===== src/rtl/slsr_pkg.sv =====
// ----------------------------------------------------------------------------
// slsr_pkg
// Shared definitions for the slsr serial link (transmitter and receiver side).
//   tx_state_e : transmitter FSM state encoding
//   cnt_w()    : width of a counter able to hold the bit index 0..w-1
// ----------------------------------------------------------------------------
package slsr_pkg;

  typedef enum logic {
    TX_IDLE  = 1'b0,
    TX_SHIFT = 1'b1
  } tx_state_e;

  // Bits needed to count down from w-1 to 0.
  function automatic int cnt_w(input int w);
    return $clog2(w);
  endfunction

endpackage


===== src/rtl/slsr_bit_cnt.sv =====
// ----------------------------------------------------------------------------
// slsr_bit_cnt
// Loadable down-counter used as the transmitter bit index.
// Ports:
//   clk      in  1   clock, all updates on posedge
//   reset    in  1   synchronous active-high reset (count -> 0)
//   load     in  1   load load_val (has priority over en)
//   load_val in  CW  value to load
//   en       in  1   decrement by one
//   is_zero  out 1   count equals zero
// ----------------------------------------------------------------------------
module slsr_bit_cnt
  import slsr_pkg::*;
#(
  parameter int WIDTH = 8,
  localparam int CW = cnt_w(WIDTH)
) (
  input  logic          clk,
  input  logic          reset,
  input  logic          load,
  input  logic [CW-1:0] load_val,
  input  logic          en,
  output logic          is_zero
);

  logic [CW-1:0] cnt_r;

  // Bit index register: load wins over decrement, otherwise hold.
  always_ff @(posedge clk) begin
    if (reset) begin
      cnt_r <= {CW{1'b0}};
    end else if (load) begin
      cnt_r <= load_val;
    end else if (en) begin
      cnt_r <= cnt_r - CW'(1);
    end else begin
      cnt_r <= cnt_r;
    end
  end

  assign is_zero = (cnt_r == {CW{1'b0}});

endmodule


===== src/rtl/slsr_tx.sv =====
// ----------------------------------------------------------------------------
// slsr_tx
// Parallel-in/serial-out transmitter for the slsr shift receiver. A WIDTH-bit
// word is taken on a valid/ready handshake and sent one bit per clock on dout,
// with sl (LSB-first) or sr (MSB-first) strobing the receiver so that its Q
// equals the word after WIDTH shifts.
// Optional build macro: SLSR_TX_HOLD_EN adds the 'hold' input that pauses the
// shift (no strobe, state frozen) while high.
// Ports:
//   clk        in  1      clock
//   reset      in  1      synchronous active-high reset
//   data_in    in  WIDTH  word, sampled on load handshake
//   msb_first  in  1      1 = MSB first (sr), 0 = LSB first (sl)
//   load_valid in  1      producer offers a word
//   load_ready out 1      idle and not in reset
//   hold       in  1      (SLSR_TX_HOLD_EN only) pause shifting
//   dout       out 1      serial bit (registered)
//   sl         out 1      receiver strobe, shift in at MSB (registered)
//   sr         out 1      receiver strobe, shift in at LSB (registered)
//   busy       out 1      high while shifting (registered)
//   done       out 1      one-cycle pulse after the last bit (registered)
// ----------------------------------------------------------------------------
module slsr_tx
  import slsr_pkg::*;
#(
  parameter int WIDTH = 8
) (
  input  logic             clk,
  input  logic             reset,
  input  logic [WIDTH-1:0] data_in,
  input  logic             msb_first,
  input  logic             load_valid,
  output logic             load_ready,
`ifdef SLSR_TX_HOLD_EN
  input  logic             hold,
`endif
  output logic             dout,
  output logic             sl,
  output logic             sr,
  output logic             busy,
  output logic             done
);

  localparam int CW = cnt_w(WIDTH);

  tx_state_e        state_r;
  logic [WIDTH-1:0] shreg_r;
  logic             dir_r;
  logic             hold_s;
  logic             accept_s;
  logic             shift_s;
  logic             cnt_zero_s;

`ifdef SLSR_TX_HOLD_EN
  assign hold_s = hold;
`else
  assign hold_s = 1'b0;
`endif

  assign load_ready = (state_r == TX_IDLE) && !reset;

  // Handshake and shift-enable decode; hold only matters while shifting.
  always_comb begin
    accept_s = load_valid && load_ready;
    shift_s  = (state_r == TX_SHIFT) && !hold_s;
  end

  slsr_bit_cnt #(
    .WIDTH (WIDTH)
  ) u_bit_cnt (
    .clk      (clk),
    .reset    (reset),
    .load     (accept_s),
    .load_val (CW'(WIDTH - 1)),
    .en       (shift_s && !cnt_zero_s),
    .is_zero  (cnt_zero_s)
  );

  // FSM, word capture and registered serial outputs.
  always_ff @(posedge clk) begin
    if (reset) begin
      state_r <= TX_IDLE;
      shreg_r <= {WIDTH{1'b0}};
      dir_r   <= 1'b0;
      dout    <= 1'b0;
      sl      <= 1'b0;
      sr      <= 1'b0;
      busy    <= 1'b0;
      done    <= 1'b0;
    end else begin
      case (state_r)
        TX_IDLE: begin
          done <= 1'b0;
          if (accept_s) begin
            // Bit 0 of the stream is presented straight from data_in so it
            // appears in the cycle right after acceptance.
            shreg_r <= data_in;
            dir_r   <= msb_first;
            dout    <= msb_first ? data_in[WIDTH-1] : data_in[0];
            sl      <= !msb_first;
            sr      <= msb_first;
            busy    <= 1'b1;
            state_r <= TX_SHIFT;
          end else begin
            dout    <= 1'b0;
            sl      <= 1'b0;
            sr      <= 1'b0;
            busy    <= 1'b0;
            state_r <= TX_IDLE;
          end
        end
        TX_SHIFT: begin
          if (hold_s) begin
            // Frozen: dout keeps the pending bit, receiver is not strobed.
            sl   <= 1'b0;
            sr   <= 1'b0;
            done <= 1'b0;
          end else if (cnt_zero_s) begin
            state_r <= TX_IDLE;
            dout    <= 1'b0;
            sl      <= 1'b0;
            sr      <= 1'b0;
            busy    <= 1'b0;
            done    <= 1'b1;
          end else begin
            // shreg moves the presented bit out; the next one sits adjacent.
            if (dir_r) begin
              shreg_r <= {shreg_r[WIDTH-2:0], 1'b0};
              dout    <= shreg_r[WIDTH-2];
            end else begin
              shreg_r <= {1'b0, shreg_r[WIDTH-1:1]};
              dout    <= shreg_r[1];
            end
            sl   <= !dir_r;
            sr   <= dir_r;
            done <= 1'b0;
          end
        end
        default: begin
          state_r <= TX_IDLE;
          dout    <= 1'b0;
          sl      <= 1'b0;
          sr      <= 1'b0;
          busy    <= 1'b0;
          done    <= 1'b0;
        end
      endcase
    end
  end

endmodule


===== config.mk =====
export PLATFORM = sky130hd
export DESIGN_NAME = slsr_tx
export DESIGN_NICKNAME = d
export VERILOG_FILES = /design/src/rtl/slsr_pkg.sv /design/src/rtl/slsr_bit_cnt.sv /design/src/rtl/slsr_tx.sv
export SDC_FILE = /design/constraint.sdc
export NUM_CORES = 1
export LEC_CHECK = 0
export ABC_AREA = 1
export BUFFER_PORTS_ARGS = -buffer_cell sky130_fd_sc_hd__buf_4
export CORE_MARGIN = 3
export CORE_UTILIZATION = 30
export DETAILED_ROUTE_END_ITERATION = 16
export GPL_TIMING_DRIVEN = 0
export HOLD_SLACK_MARGIN = 0.05
export SLEW_MARGIN = 5
export SYNTH_ARGS = -nofsm -noshare
export SYNTH_HDL_FRONTEND = slang
export SYNTH_HIERARCHICAL = 1
export SYNTH_SLANG_ARGS = --single-unit

===== constraint.sdc =====
create_clock -name clk -period 1.8 [get_ports clk]
set_input_delay 0.18 -clock clk [delete_from_list [all_inputs] [get_ports clk]]
set_output_delay 0.18 -clock clk [all_outputs]
set_load 0.05 [all_outputs]

### Word-level counts from Yosys, hierarchy flattened

Cells that the tools add are included.

* bitwise operators: 1
* muxes and demuxes: 24
* equal/unequal tests: 3
* reductions and logical operators: 11
* $add $sub $neg: 1

Operators by type and width (number)
* 8-bit two-way mux: 3
* 8-bit one-hot mux with 2 select lines: 1
* 1-bit two-way mux: 12
* 1-bit one-hot mux with 2 select lines: 6
* 3-bit two-way mux: 2
* 1-bit logical NOT: 4
* 2-bit inequality test (second input constant): 2
* 2-bit AND reduction: 2
* 1-bit logical AND: 3
* 3-bit logical NOT: 1
* 3-bit by 1-bit subtractor with 3-bit output (second input constant): 1
* 2-bit by 1-bit inequality test with 1-bit output (second input constant): 1
* 2-bit nonzero test: 1
* 1-bit NOT: 1

* bits of input ports: 12
* output and inout port bits: 6
* register bits after elaboration: 18
* logic and storage cells: 49

### Depth between registers and ports, before layout

* depth in word-level cells: 5
* mapped depth: 12
* mapped depth without buffers: 11

### Cells and area by module

Netlist, hierarchy kept.

By module, submodules not included
* slsr_tx: area each 773.2 um2, cells each 118, times used 1, seq. area each 300.3 um2
* slsr_bit_cnt: area each 181.4 um2, cells each 26, times used 1, seq. area each 60.1 um2

### Worst setup path after synthesis

Ideal clock, no wire load.

* path kind: flip-flop to flip-flop
* start point: reg u_bit_cnt.cnt_r[0]
* end point: reg u_bit_cnt.cnt_r[1]
* path buffers: 1
* period minus slack after synthesis: 1.466 ns
* cell stages (with the launch flop): 13
* data arrival time: 1.357 ns
* setup slack: 0.334 ns
* setup time: 0.109 ns
* required time: 1.691 ns
* path through: dfxtp_1 -> inv_1 -> ha_1 -> ha_1 -> inv_1 -> nand2_1 -> buf_2 -> inv_2 -> nor2_1 -> nand2_1 -> nand3_1 -> nand2_1 -> inv_1

* longest elaborated chain between the ends: 4
* elaborated cells on any way between the ends: 7
* those cells by class: 1 x add/sub; 2 x mux; 4 x reduce/logical

Ends and longest elaborated chain
* start: declaration: line slsr_bit_cnt.sv:26 `logic [CW-1:0] cnt_r;`
* start signal: assignment: line slsr_bit_cnt.sv:31 `cnt_r <= {CW{1'b0}};`
* start signal: assignment: line slsr_bit_cnt.sv:33 `cnt_r <= load_val;`
* start signal: assignment: line slsr_bit_cnt.sv:35 `cnt_r <= cnt_r - CW'(1);`
* 3-bit logical NOT: line slsr_bit_cnt.sv:41 `assign is_zero = (cnt_r == {CW{1'b0}});`
* named net cnt_zero_s: line slsr_tx.sv:52 `logic cnt_zero_s;`
* 1-bit logical NOT: line slsr_tx.sv:75 `.en (shift_s && !cnt_zero_s),`
* 1-bit logical AND: line slsr_tx.sv:75
* 2-bit nonzero test (no source line)

The timed path passes the listed nets, and every way through them passes these cells. The select of a mux whose other input is x is not followed.
A chain may end at the register's enable or synchronous reset.

### Worst setup path after layout

Same ends and word-level chain as after synthesis.

==> run summary <==
The run finished with clean final reports. Yosys attributes the largest share of cell area to dfxtp_1 38%, nand2_1 15%, nor2_1 13%. The first element of the critical path is u_bit_cnt/cnt_r[0]. 0 antenna diodes ended up in the layout. Dividing total power by cell area gives a power density of 749 nW/um^2. The post-layout utilization of the core was 40.7%. Summed over all layers, the routed wires come to 2.10 mm.

The worst register-to-register path has a depth of 12. Final RePlAce weighted congestion: 0.781. Summed over all nets, the half-perimeter wirelength after detailed placement is 1.53 mm. After global routing the overflow that remains totals 0. VDD sags by at most 0.287 mV. For this run, the slowest stage of the critical path takes 360 ps. The largest fanout on the critical path was 10; the clock skew after layout was 1.78 ps. Data on the critical path arrives at its endpoint at 1820 ps. The initial antenna violation count was 0; the number of distinct library cells after synthesis was 20. The worst setup path is captured at a flop. After clock tree synthesis, the clock-pin slew on the worst setup and hold paths is 100 ps.

The maximum number of pins on one net before global-route repair was 11. The run gives 181 ps as the setup slack after layout. The tools report the kind of start point of the critical path as a flop. Setup violations remaining at the end of the flow were counted as 0. The global-route usage over all layers is 11.7%, and the highest achievable clock rate is 0.618 GHz. Along the worst hold path, the cell count comes to 4. Before CTS, the worst setup slack after placement is 159 ps. The share of post-route cells with drive strength above 1 is 18.0%.

TritonCTS built the clock tree. For this run, the post-layout net count is 182. The worst hold-check path type was primary input to flop. For this design, the CTS-stage hold fixing added 0 buffers. In this run the post-CTS setup repair buffer count came out at 0. In this run, placement finished with an instance count of 205. The cell with the largest stage delay on the worst path is dfxtp_1.

The root buffer cell chosen for the clock tree is clkbuf_4. The tree built by TritonCTS fans out to 18 sinks. The logs give 1 for the number of H-tree branching levels and 0 ps for the final total negative setup slack. The average instance in the mapped netlist occupies 6.63 sq um.

Of the post-synthesis cell area, the dominant cell type holds 37.7%. The startpoint identified for the worst register-to-register timing path is u_bit_cnt/cnt_r[0]. The final period utilization came out at 90.0%.

The worst min-delay path endpoint was u_bit_cnt/cnt_r[2]. The horizontal die dimension was 62.4 um; the worst hold-check slack was 148 ps. The worst register-to-register path ends at u_bit_cnt/cnt_r[1].

For this run, the detailed router's first-pass iteration total came to 4. Number of instances in the synthesized netlist: 144. The number of pins exceeding their max-slew limit in the final report was 0. The largest register by flop count was shreg_r. Counting flops and latches in the post-synthesis netlist gives 18. The leakage power summed over all cells came out at 0.000608 uW. The cell type with the largest total area after synthesis was dfxtp_1.

In this run the vertical extent of the chip is 62.4 um. The tool flagged a number of max-cap violations equal to 0. For the worst setup path, the data required time is 2000 ps. Maximum clock insertion buffer count: 2. For this run, the number of Yosys warnings is 6.

In this run the core area contains 19 standard-cell rows. The number of standard cells in the final layout excluding fillers was 209; the later-pin clock latency in the skew report was 290 ps. For flop-to-flop paths, the worst setup slack is 180 ps.

In this run the most critical hold path is launched from reset. The floorplan step defined a die boundary enclosing 3900 sq um. In this run the count of I/O pins placed on the die edge is 18.

Most common cell after layout, fill and taps aside: nand2_1. The share of synthesized area occupied by flip-flops and latches was 37.7%; the DRC violation count after routing was 0. The logs give 825 for the via count of the first global-routing pass and 67 for the number of violations reported at the end of detailed-routing iteration 0. The critical path is of the flop to flop type. For the total CTS buffers, the log shows 3. Setup repair after global routing left no endpoint under its margin. In the final layout, the registers with the most flip-flops are shreg_r x8, u_bit_cnt/cnt_r x3. The flip-flop count of the largest register, all copies and words added is 8. The area growth from synthesis to layout is 23.7%. The post-route antenna net violation count is 0. The routed layout has 928 vias. Average detailed-routed wire length per instance: 10.1 um. The initial utilization of the core area, before any placement, comes to 32.9%. The post-synthesis instance area is 955 sq um, and the via count normalized by instance count is 4.44. During placement, the flow inserted port buffers numbering 17. The first global-routing pass estimated 3.67 mm of wire. Walking the worst path, the cells encountered are inv_1, ha_1, ha_1, inv_1, nand2_1, buf_2, inv_4, nor2_1, nand2_1, nand3_1, nand2_1, inv_1. The final hold violation count is 0.

The worst path in the final design needs a cycle of 1620 ps, including I/O delays and setup. The library cells used most frequently in the layout, excluding fill and tap cells, are 37 x nand2_1, 32 x nor2_1, 18 x buf_4, 18 x dfxtp_1, 13 x inv_1. For the area of the core, the log shows 2900 sq um.
-- cell families (layout without fill, tap and decap cells) --
family          after synthesis  in the layout  synth area share [%]
simple gates                 87             87                  40.1
other cells                   1              3                 0.393
fa+ha+maj                     2              2                  2.62
flops                        18             18                  37.7
compound gates               15             15                  8.13
buf+inv                      20             41                  10.1
xor+xnor                      1              1                 0.918
-- power by group --
part / internal [uW] / leakage (uW) / total, uW / switching, uW
clock network: 123 / 0.0000210 / 245 / 122
registers: 428 / 0.000148 / 445 / 17.4
logic: 81.2 / 0.000440 / 194 / 113
-- how the worst max path moves through the flow --
stage,slack (ps),end,depth (start not counted)
after floorplan,330,u_bit_cnt/cnt_r[1],12
after global placement,200,u_bit_cnt/cnt_r[1],12
after detailed placement,160,u_bit_cnt/cnt_r[1],12
after CTS,140,u_bit_cnt/cnt_r[1],12
after global routing,30,u_bit_cnt/cnt_r[1],12
final,180,u_bit_cnt/cnt_r[1],12
-- metrics by stage --
stage / power, uW / cell area, sq um
after detailed placement: 649 / 1140
after global routing: 956 / 1180
final: 885 / 1180
after CTS: 903 / 1180
after global placement: 645 / 1140
after floorplan: 590 / 962
-- what timing repair did --
item | CTS | global route
gates resized for setup | 0 | 1
setup endpoints to repair | 0 | 1
endpoints found under the hold margin | 0 | 0
-- routing by layer --
metal  global-route usage, %  up-vias  wire, um
met5                       0        -         0
met4                    7.16        0        41
met3                    2.70        6       112
met2                    18.1       28       935
met1                    14.6      404      1010
li1                        -      490         -
-- area by class of cell --
| type | count | area (sq um) |
|---|---|---|
| well taps | 42 | 52.6 |
| clock buffers | 4 | 36.3 |
| repair buffers | 17 | 128 |
| fillers | 320 | 1720 |
| multi-input cells | 108 | 505 |
| plain buffers | 5 | 40.0 |
| inverters | 15 | 58.8 |
| flip-flops and latches | 18 | 360 |
-- critical path: cells and delay by family, from the launching register on --
kind                     cells  cell delay [ps]
adder cells (fa/ha/maj)      2              360
buffers and inverters        5              480
flip-flops                   1              360
AND/OR/NAND/NOR              5              330
-- cell usage after synthesis, drive strengths merged --
library cell,n
nand3,4
buf,5
a21oi,5
clkinv,1
nand2,39
o21ai,9
inv,14
nor2,33
xnor2,1
conb,1
dfxtp,18
o21a,1
nand3b,10
ha,2
nor3,1
Note: power is estimated with default switching activity, not from simulation.
